[src/rtl/regfile_wb_arbiter.sv]
`default_nettype none
// ============================================================================
//  Module      : regfile_wb_arbiter
//  Description : Two-port (ALU / load unit) round-robin writeback arbiter
//                feeding a single register-file write port, with a per-
//                register pending-write scoreboard for hazard queries.
//  Revision    : 1.0 - initial release
// ============================================================================
module regfile_wb_arbiter #(
   parameter int XLEN = 32,
   parameter int NREG = 32
) (
   input  logic            clk,
   input  logic            rst_n,
   // ALU writeback request
   input  logic            a_valid,
   input  logic [4:0]      a_rd,
   input  logic [XLEN-1:0] a_data,
   output logic            a_ready,
   // Load-unit writeback request
   input  logic            b_valid,
   input  logic [4:0]      b_rd,
   input  logic [XLEN-1:0] b_data,
   output logic            b_ready,
   // Issue-side scoreboard update
   input  logic            iss_valid,
   input  logic [4:0]      iss_rd,
   // Hazard queries
   input  logic [4:0]      rs1,
   input  logic [4:0]      rs2,
   output logic            hz_rs1,
   output logic            hz_rs2,
   // Register-file write port
   output logic            wr_en,
   output logic [4:0]      wr_rd,
   output logic [XLEN-1:0] wr_data
);

   localparam logic [4:0] c_RD_ZERO = 5'd0;

   logic            r_last_b;   // 1: b was granted most recently
   logic            r_wr_en;
   logic [4:0]      r_wr_rd;
   logic [XLEN-1:0] r_wr_data;
   logic [NREG-1:0] r_pend;
   logic [NREG-1:0] w_pend_nxt;

   logic            w_gnt_a;
   logic            w_gnt_b;
   logic            w_hs_a;
   logic            w_hs_b;
   logic [4:0]      w_sel_rd;
   logic [XLEN-1:0] w_sel_data;

   // Grant: sole requester wins; under contention the side not granted last wins.
   // Readies are forced low while reset is held.
   assign w_gnt_a = a_valid & (~b_valid | r_last_b);
   assign w_gnt_b = b_valid & (~a_valid | ~r_last_b);
   assign a_ready = w_gnt_a & rst_n;
   assign b_ready = w_gnt_b & rst_n;
   assign w_hs_a  = a_valid & a_ready;
   assign w_hs_b  = b_valid & b_ready;

   assign w_sel_rd   = w_hs_a ? a_rd   : b_rd;
   assign w_sel_data = w_hs_a ? a_data : b_data;

   // Register the accepted request onto the write port and advance the pointer.
   // Writes to x0 are accepted (pointer moves) but never reach the write port.
   always_ff @(posedge clk or negedge rst_n) begin
      if (!rst_n) begin
         r_last_b  <= 1'b1;
         r_wr_en   <= 1'b0;
         r_wr_rd   <= '0;
         r_wr_data <= '0;
      end else begin
         r_wr_en <= 1'b0;
         if (w_hs_a || w_hs_b) begin
            r_last_b <= w_hs_b;
            if (w_sel_rd != c_RD_ZERO) begin
               r_wr_en   <= 1'b1;
               r_wr_rd   <= w_sel_rd;
               r_wr_data <= w_sel_data;
            end
         end
      end
   end

   // Scoreboard next state: clear on writeback, then set on issue so set wins.
   always_comb begin
      w_pend_nxt = r_pend;
      if (r_wr_en) begin
         w_pend_nxt[r_wr_rd] = 1'b0;
      end
      if (iss_valid && (iss_rd != c_RD_ZERO)) begin
         w_pend_nxt[iss_rd] = 1'b1;
      end
      w_pend_nxt[0] = 1'b0;
   end

   // Scoreboard state register.
   always_ff @(posedge clk or negedge rst_n) begin
      if (!rst_n) begin
         r_pend <= '0;
      end else begin
         r_pend <= w_pend_nxt;
      end
   end

   // Hazards reflect the registered scoreboard only; the in-flight write is not bypassed.
   assign hz_rs1 = r_pend[rs1];
   assign hz_rs2 = r_pend[rs2];

   assign wr_en   = r_wr_en;
   assign wr_rd   = r_wr_rd;
   assign wr_data = r_wr_data;

endmodule
`default_nettype wire

[config.mk]
export PLATFORM = sky130hd
export DESIGN_NAME = regfile_wb_arbiter
export DESIGN_NICKNAME = d
export VERILOG_FILES = /design/src/rtl/regfile_wb_arbiter.sv
export SDC_FILE = /design/constraint.sdc
export NUM_CORES = 1
export LEC_CHECK = 0
export ABC_CLOCK_PERIOD_IN_PS = 3200
export CAP_MARGIN = 20
export CORE_UTILIZATION = 45
export CTS_CLUSTER_SIZE = 8
export DETAILED_ROUTE_END_ITERATION = 16
export GPL_ROUTABILITY_DRIVEN = 0
export GPL_TIMING_DRIVEN = 1
export PLACE_DENSITY_LB_ADDON = 0.25
export REMOVE_ABC_BUFFERS = 1
export SETUP_SLACK_MARGIN = 0.15
export SYNTH_ARGS = -nofsm -noshare
export SYNTH_HDL_FRONTEND = slang
export SYNTH_SLANG_ARGS = --single-unit
[constraint.sdc]
create_clock -name clk -period 3.2 [get_ports clk]
set_input_delay 0.8 -clock clk [delete_from_list [all_inputs] [get_ports clk]]
set_output_delay 0.8 -clock clk [all_outputs]
set_load 0.02 [all_outputs]
# Yosys cells after proc, flatten, opt, wreduce, memory -nomap -nowiden
# Index checks and enable logic that the tools add are counted.
# totals
register_bits,70
output_inout_bits,42
elab_cells,46
# op_classes
order_cmp,6
n_mux,14
bitwise_logic,14
n_reduce_logical,7
# ops
op,n
$mux 32,3
$and 32x32->32,1
$not 32->32,1
$or 32x32->32,1
$lt 5x6->1 const B,4
$bmux 1 s5,2
$demux 1 s5,2
$ge 5x1->1 const B,2
$reduce_bool 5->1,2
$and 1x1->1,6
$mux 1,6
$mux 5,1
$logic_and 1x1->1,3
$not 1->1,3
$or 1x1->1,2
$reduce_and 2->1,1
$logic_or 1x1->1,1

# Longest topological paths before layout
# Gate-level depths: netlist (run 1).
# depth
ltp_word,9
ltp_mapped,7

# Worst setup path after synthesis (run 1)
# OpenSTA, ideal clock, no wires.
# synth_timing
path_kind,input-to-output
startpoint,input rs1[0]
endpoint,output hz_rs1
t_arrival_ps,2212
required_ps,2400
setup_slack_ps,188
cell_stages,5
n_path_buf,1
cell_sequence,clkbuf_1 -> mux4_2 -> mux2i_1 -> nor3b_1 -> or3_1
# synth_between
elab_chain_cells,2
# synth_rtl
element,line_no,source
"start, declared",29,"input logic [4:0] rs1,"
$bmux 1 s5,110,assign hz_rs1 = r_pend[rs1];
$mux 1 (not written as such),110,
"end, declared",31,"output logic hz_rs1,"
# No other way between the ends. The select of a mux whose other input is x is not followed.

# Worst setup path in the final report (run 1)
# layout_timing
startpoint,input rs1[1]
endpoint,output hz_rs1
# The elaborated chain is that of the path after synthesis.

==> results of run 1 <==
## metrics by stage
step | setup WS (ns) | cell area (sq um) | hold slack, ns | instances
floorplan | -1.02 | 3650 | 0.470 | 355
global placement | -0.631 | 5260 | 0.483 | 608
detailed placement | -0.642 | 5260 | 0.502 | 608
CTS | 0.144 | 5590 | 0.470 | 625
global route | 0.0971 | 5600 | 0.475 | 625
finish | 0.170 | 5600 | 0.473 | 625
## layout by cell type, fill, tap and decap left out, types with 5 or more instances in the layout
| cell type | synthesis | layout |
|---|---|---|
| nor2_1 | 38 | 37 |
| nand2_1 | 6 | 6 |
| o21ai_0 | 65 | 63 |
| or3_1 | 6 | 6 |
| clkdlybuf4s50_1 | 0 | 123 |
| nor2b_1 | 7 | 5 |
| mux2i_1 | 57 | 54 |
| mux4_2 | 6 | 6 |
| nand3_1 | 14 | 14 |
| buf_2 | 5 | 6 |
| dfrtp_1 | 69 | 69 |
| buf_4 | 0 | 9 |
| clkbuf_8 | 0 | 9 |
| a21oi_1 | 38 | 38 |
| nand3b_1 | 8 | 8 |
## flip-flops by register name (all words and copies together) (netlist names)
name	flops
wr_data	32
r_last_b	1
wr_rd	5
r_pend	31
wr_en	1
## timing repair
| item | in CTS | in global routing |
|---|---|---|
| endpoints found under the setup margin | 3 | 3 |
| pin swaps | 4 | 5 |
| hold buffers | 0 | 0 |
| gates cloned | 2 | 0 |
| gates resized for setup | 46 | 9 |
## final timing paths
check                                      from                     end  slack [ns]  cells after the start
max                                      rs1[1]                  hz_rs1        0.17                      6
min in group clk           r_last_b$_DFFE_PN1P_    r_last_b$_DFFE_PN1P_        0.51                      2
min reg2reg                r_last_b$_DFFE_PN1P_    r_last_b$_DFFE_PN1P_        0.51                      2
max in group asynchronous                 rst_n    r_pend[27]$_DFF_PN0_        2.18                      2
max reg2reg                r_last_b$_DFFE_PN1P_  wr_data[5]$_DFFE_PN0P_        1.18                      5
min                                       rst_n    wr_rd[4]$_DFFE_PN0P_        0.47                      2
## layer usage
layer  part of all wire, %  GRT usage, %
met2                    49          41.9
met5                     0             0
met1                    42          31.2
met4                   1.0          8.46
met3                   7.8          6.59
## report_power, final
| part | internal [mW] | switching, mW | total (mW) |
|---|---|---|---|
| registers | 1.12 | 0.199 | 1.32 |
| logic | 0.515 | 0.465 | 0.980 |
| clock network | 0.513 | 0.326 | 0.839 |
| total | 2.15 | 0.990 | 3.14 |
## area by class of cell
cell class              count  area (sq um)
flip-flops and latches     70          1750
multi-input cells         281          1950
fillers                   650          2580
clock inverters             6           111
inverters                   4          15.0
repair buffers            150          1520
clock buffers               9           124
well taps                 105           131
## cell families (layout without fill, tap and decap cells)
group	after synthesis	after routing	share of synthesized area [%]
AND/OR/NAND/NOR	94	94	12.8
AO/OA/AOI/OAI	124	124	18.5
buffers and inverters	23	169	3.45
multiplexers	63	63	18.7
flip-flops	70	70	46.5
==> implementation parameters, run 1 <==
Parameter                              Value

Timing
  Final hold violation count ... 0
  Fin crit share ... 94.7%
  TNS Setup ... 0 ns
  # setup viols final ... 0
  Post-layout min period ... 3.03 ns
  Peak Freq ... 330 MHz
  Slew at the pin with the worst max-slew slack ... 0.721 ns
  Unrepaired setup endpoints after global routing ... true
  Final Slew Violations ... 0
  Max-Slew Margin vs Limit ... 52.0%
  Max Clock Skew ... 0.00931 ns

Layout
  Net count reported at finish ... 610
  Antenna Cells ... 0
  Signed area change from the synthesized netlist to the final layout ... 48.5%
  Layout cells sized above 1 ... 12.3%
  Share of the core filled with cells in the final layout ... 68.5%

Clocking
  H-tree depth reported by CTS ... 3
  Worst-path clk slew ... 0.08 ns
  Clock tree from TritonCTS ... yes
  Number of post-CTS setup repair buffers ... 0
  Clock buffers created by TritonCTS ... 9
  Root Buffer ... clkbuf_8
  Clock buffer depth ... 2
  Clock latency on the worst-skew pair ... 0.34 ns
  Count of clock tree sinks ... 70

Logic synthesis
  Mapped cell area ... 3770 sq um
  Most frequently used flop master after synthesis ... dfrtp_1
  Count leader, synth ... dfrtp_1
  Post-synthesis cell count ... 374
  Sequential fraction of the synthesis area ... 46.5%
  Mean instance size in the synthesized netlist ... 10.1 sq um
  Fraction of synthesized cell area taken by the top area cell type ... 45.8%
  Number of distinct library cell variants in the gate-level netlist after synthesis ... 37
  Top cells by instance count after synthesis ... dfrtp_1 (69), o21ai_0 (65), mux2i_1 (57)
  Number of register bits inferred by synthesis ... 70
  Synth top area cells ... dfrtp_1 (46%), mux2i_1 (15%), o21ai_0 (8.6%)
  Cell type with the highest aggregate area in the netlist ... dfrtp_1
  Yosys synthesis warning count ... 0
  EDFF count, synth ... 0
  Share of synthesized flip-flops with an asynchronous set or reset ... 100%

Routing
  Total iterations of the first detailed-routing run ... 7
  Via count normalized by instance count ... 5.59
  Vias after detailed routing ... 3492
  Violation count after the first detailed-route iteration ... 236
  DRC errors left ... 0
  Aggregate routed wire length ... 10300 um
  Routed wire length per instance ... 16.4 um
  Antenna Nets Post-Route ... 0

Flow run
  Reported max-cap violation count ... 0

Die
  Core Region ... 8180 sq um
  DIE WIDTH ... 93.5 um
  Die H ... 93.5 um
  Die ar. ... 8750 sq um
  Boundary Pins ... 136
  Starting utilization of the core area ... 46.1%
  Cell Rows ... 33

Critical path
  Startpoint types ... input port
  Crit end category ... primary output
  Delay contributed by the slowest stage of the critical path ... 0.50 ns
  Slowest stage cell on the critical path ... mux4_2
  Cell family contributing the most delay on the critical path ... multiplexers
  Crit Path Max Fanout ... 2
  Required time of the critical path ... 2.40 ns
  Category of the critical setup timing path ... in2out
  CP Data Arrival Time ... 2.23 ns
  CP Cell Sequence ... clkdlybuf4s15_2 > mux4_2 > mux2i_1 > nor3b_1 > or3_1 > buf_6
  WP buf/inv ... 2

Worst hold path
  Class of the most critical hold timing path ... in2async

Power
  Total power after layout ... 3.14 mW
  Areal power density over the cells ... 561 nW/um^2
  Leak ... 2.15 nW
  Worst supply voltage drop on vdd ... 0.000306 V

Placed design
  Number of I/O port buffers ... 135
  Dpl hpwl ... 7650 um

Global routing
  Vias in the first global route ... 3523
  Maximum number of pins on one net before global-route repair ... 67
  Antenna violations before repair ... 0
  First-pass GRT wire length ... 16900 um
  Tot GR Track Use ... 25.0%
  Grt ovf ... 0

Run status
  Result of the run ... complete, no violations
Power figures use the tool's default switching activity.
==> run 2, diff against run 1 <==
Settings changed: ABC_CLOCK_PERIOD_IN_PS 3200 to default, TNS_END_PERCENT from default to 1.
==> implementation parameters, run 2 (synthesized netlist as in run 1, its figures left out) <==
Parameter                              Value

Run status
  Result of the run ... complete, no violations (unchanged)

Global routing
  Global-route track usage on met2 ... 41.7% (was 41.9%)
  First-pass GRT wire length ... 16900 um (unchanged)
  Met1 Resource Use GR ... 31.1% (was 31.2%)
  Grt ovf ... 0 (unchanged)
  Antenna violations before repair ... 0 (unchanged)
  Met3 Track Usage GR ... 6.67% (was 6.59%)
  Tot GR Track Use ... 24.9% (was 25.0%)
  Global route hottest layer ... met2 (unchanged)
  Maximum number of pins on one net before global-route repair ... 67 (unchanged)
  Vias in the first global route ... 3526 (was 3523)

Power
  Fraction of power consumed by combinational cells ... 31.3% (was 31.2%)
  Clock share of power ... 26.7% (was 26.8%)
  Part of the power in registers ... 42.0% (about the same)
  Switching portion of total power ... 31.6% (about the same)
  Areal power density over the cells ... 560 nW/um^2 (was 561 nW/um^2)
  Leak ... 2.15 nW (about the same)
  Worst supply voltage drop on vdd ... 0.000304 V (was 0.000306 V)
  Internal Power ... 2.15 mW (about the same)
  Psw ... 0.993 mW (was 0.990 mW)
  Total power after layout ... 3.14 mW (about the same)

Placed design
  Cell total after placement ... 608 (unchanged)
  Number of I/O port buffers ... 135 (unchanged)
  Dpl hpwl ... 7650 um (unchanged)

Die
  DIE WIDTH ... 93.5 um (unchanged)
  Cell Rows ... 33 (unchanged)
  Die ar. ... 8750 sq um (unchanged)
  Boundary Pins ... 136 (unchanged)
  Die H ... 93.5 um (unchanged)
  Starting utilization of the core area ... 46.1% (unchanged)
  Core Region ... 8180 sq um (unchanged)

Layout
  Antenna Cells ... 0 (unchanged)
  Number of fill cells in the layout ... 648 (was 650)
  Final Non-Filler Cells ... 625 (unchanged)
  Signed area change from the synthesized netlist to the final layout ... 49.1% (was 48.5%)
  Layout cells sized above 1 ... 12.7% (was 12.3%)
  Commonest non-fill, non-tap cell in the layout ... clkdlybuf4s50_1 (unchanged)
  Net count reported at finish ... 610 (unchanged)
  Commonest cells after routing, fill and taps aside ... clkdlybuf4s50_1 (123), dfrtp_1 (69), o21ai_0 (63) (unchanged)
  Flip-flop count of the largest register, all copies and words added ... 32 (unchanged)
  Share of the core filled with cells in the final layout ... 68.7% (was 68.5%)

Worst hold path
  Class of the most critical hold timing path ... in2async (unchanged)

Critical path
  Required time of the critical path ... 2.40 ns (about the same)
  Crit Path Max Fanout ... 2 (unchanged)
  Category of the critical setup timing path ... in2out (unchanged)
  Number of cells on the worst reg-to-reg path ... 5 (unchanged)
  Crit end category ... primary output (unchanged)
  CP Data Arrival Time ... 2.25 ns (was 2.23 ns)
  Startpoint types ... input port (unchanged)

Routing
  Via count normalized by instance count ... 5.59 (about the same)
  Vias after detailed routing ... 3493 (was 3492)
  Antenna Nets Post-Route ... 0 (unchanged)
  Aggregate routed wire length ... 10300 um (about the same)
  Total iterations of the first detailed-routing run ... 6 (was 7)
  DRC errors left ... 0 (unchanged)
  Routed wire length per instance ... 16.5 um (was 16.4 um)
  Violation count after the first detailed-route iteration ... 268 (was 236)

Clocking
  H-tree depth reported by CTS ... 3 (unchanged)
  Clock tree from TritonCTS ... yes (unchanged)
  Clock latency on the worst-skew pair ... 0.34 ns (about the same)
  Worst-path clk slew ... 0.08 ns (about the same)
  Clock buffer depth ... 2 (unchanged)
  Root Buffer ... clkbuf_8 (unchanged)
  Count of clock tree sinks ... 70 (unchanged)
  Clock buffers created by TritonCTS ... 9 (unchanged)
  Hold-fix buffers at CTS ... 0 (unchanged)

Timing
  TNS Setup ... 0 ns (unchanged)
  Peak Freq ... 327 MHz (was 330 MHz)
  # setup viols final ... 0 (unchanged)
  Worst hold slack ... 0.467 ns (was 0.473 ns)
  Fin crit share ... 95.4% (was 94.7%)
  Unrepaired setup endpoints after global routing ... true (unchanged)
  Max-Slew Margin vs Limit ... 51.7% (was 52.0%)
  Final Slew Violations ... 0 (unchanged)
  Post-layout min period ... 3.05 ns (was 3.03 ns)
  Final hold violation count ... 0 (unchanged)
  Max Clock Skew ... 0.00862 ns (was 0.00931 ns)
  Slew at the pin with the worst max-slew slack ... 0.724 ns (was 0.721 ns)

Flow run
  Reported max-cap violation count ... 0 (unchanged)
## run 2: path summary, 6_finish.rpt
check / start / endpoint / slack [ns]
max in group asynchronous: rst_n / r_pend[11]$_DFF_PN0_ / 2.18
min reg2reg: r_last_b$_DFFE_PN1P_ / r_last_b$_DFFE_PN1P_ / 0.51
min: rst_n / wr_rd[4]$_DFFE_PN0P_ / 0.47
max reg2reg: r_last_b$_DFFE_PN1P_ / wr_data[5]$_DFFE_PN0P_ / 1.18
max: rs1[1] / hz_rs1 / 0.15
min in group clk: r_last_b$_DFFE_PN1P_ / r_last_b$_DFFE_PN1P_ / 0.51
## run 2: final cells by class
| type | count | area (sq um) | share of cell area, % |
|---|---|---|---|
| Multi-Input combinational cell | 281 | 1960 | 34.8 |
| Sequential cell | 70 | 1750 | 31.2 |
| Timing Repair Buffer | 150 | 1530 | 27.2 |
| Tap cell | 105 | 131 | 2.34 |
| Clock buffer | 9 | 124 | 2.20 |
| Clock inverter | 6 | 111 | 1.98 |
| Inverter | 4 | 15.0 | 0.267 |
## run 2: per-layer routing
| layer | vias to the layer above | routed length, um |
|---|---|---|
| met4 | 0 | 155 |
| met3 | 13 | 812 |
| met5 | - | 0 |
| met2 | 134 | 5030 |
| met1 | 1672 | 4330 |
| li1 | 1674 | - |
## run 2: critical path, stage by stage
cell and delay [ns]:
clkdlybuf4s15_2 0.21, mux4_2 0.50, mux2i_1 0.17, nor3b_1 0.07, or3_1 0.36, buf_6 0.14
## run 2: per-stage QoR
| stage | cell area (sq um) | setup WS (ns) |
|---|---|---|
| 6_report | 5620 | 0.147 |
| 5_1_grt | 5620 | 0.0910 |
| 4_1_cts | 5580 | 0.140 |
| 3_5_place_dp | 5260 | -0.642 |
| 3_3_place_gp | 5260 | -0.631 |
| 2_1_floorplan | 3650 | -1.02 |
## run 2: what timing repair did
item                                    4_1_cts  5_1_grt
endpoints found under the setup margin        3        3
resized for setup                            42       12
pin swaps                                     4        3
setup buffers                                 0        0
cloned                                        2        0
## run 2: power by group through the flow
stage	Clock (mW)	Combinational [mW]	Sequential (mW)
after floorplan	0	0.443	1.34
after detailed placement	0	0.948	1.32
after global placement	0	0.921	1.31
after CTS	0.853	0.969	1.31
after global routing	0.893	1.08	1.35
final	0.839	0.986	1.32
==> run 3, diff against run 2 <==
Settings changed: ABC_CLOCK_PERIOD_IN_PS from default to 3200.
==> results of run 3 <==
No change in the layout: final DEF, timing and power equal those of run 2.
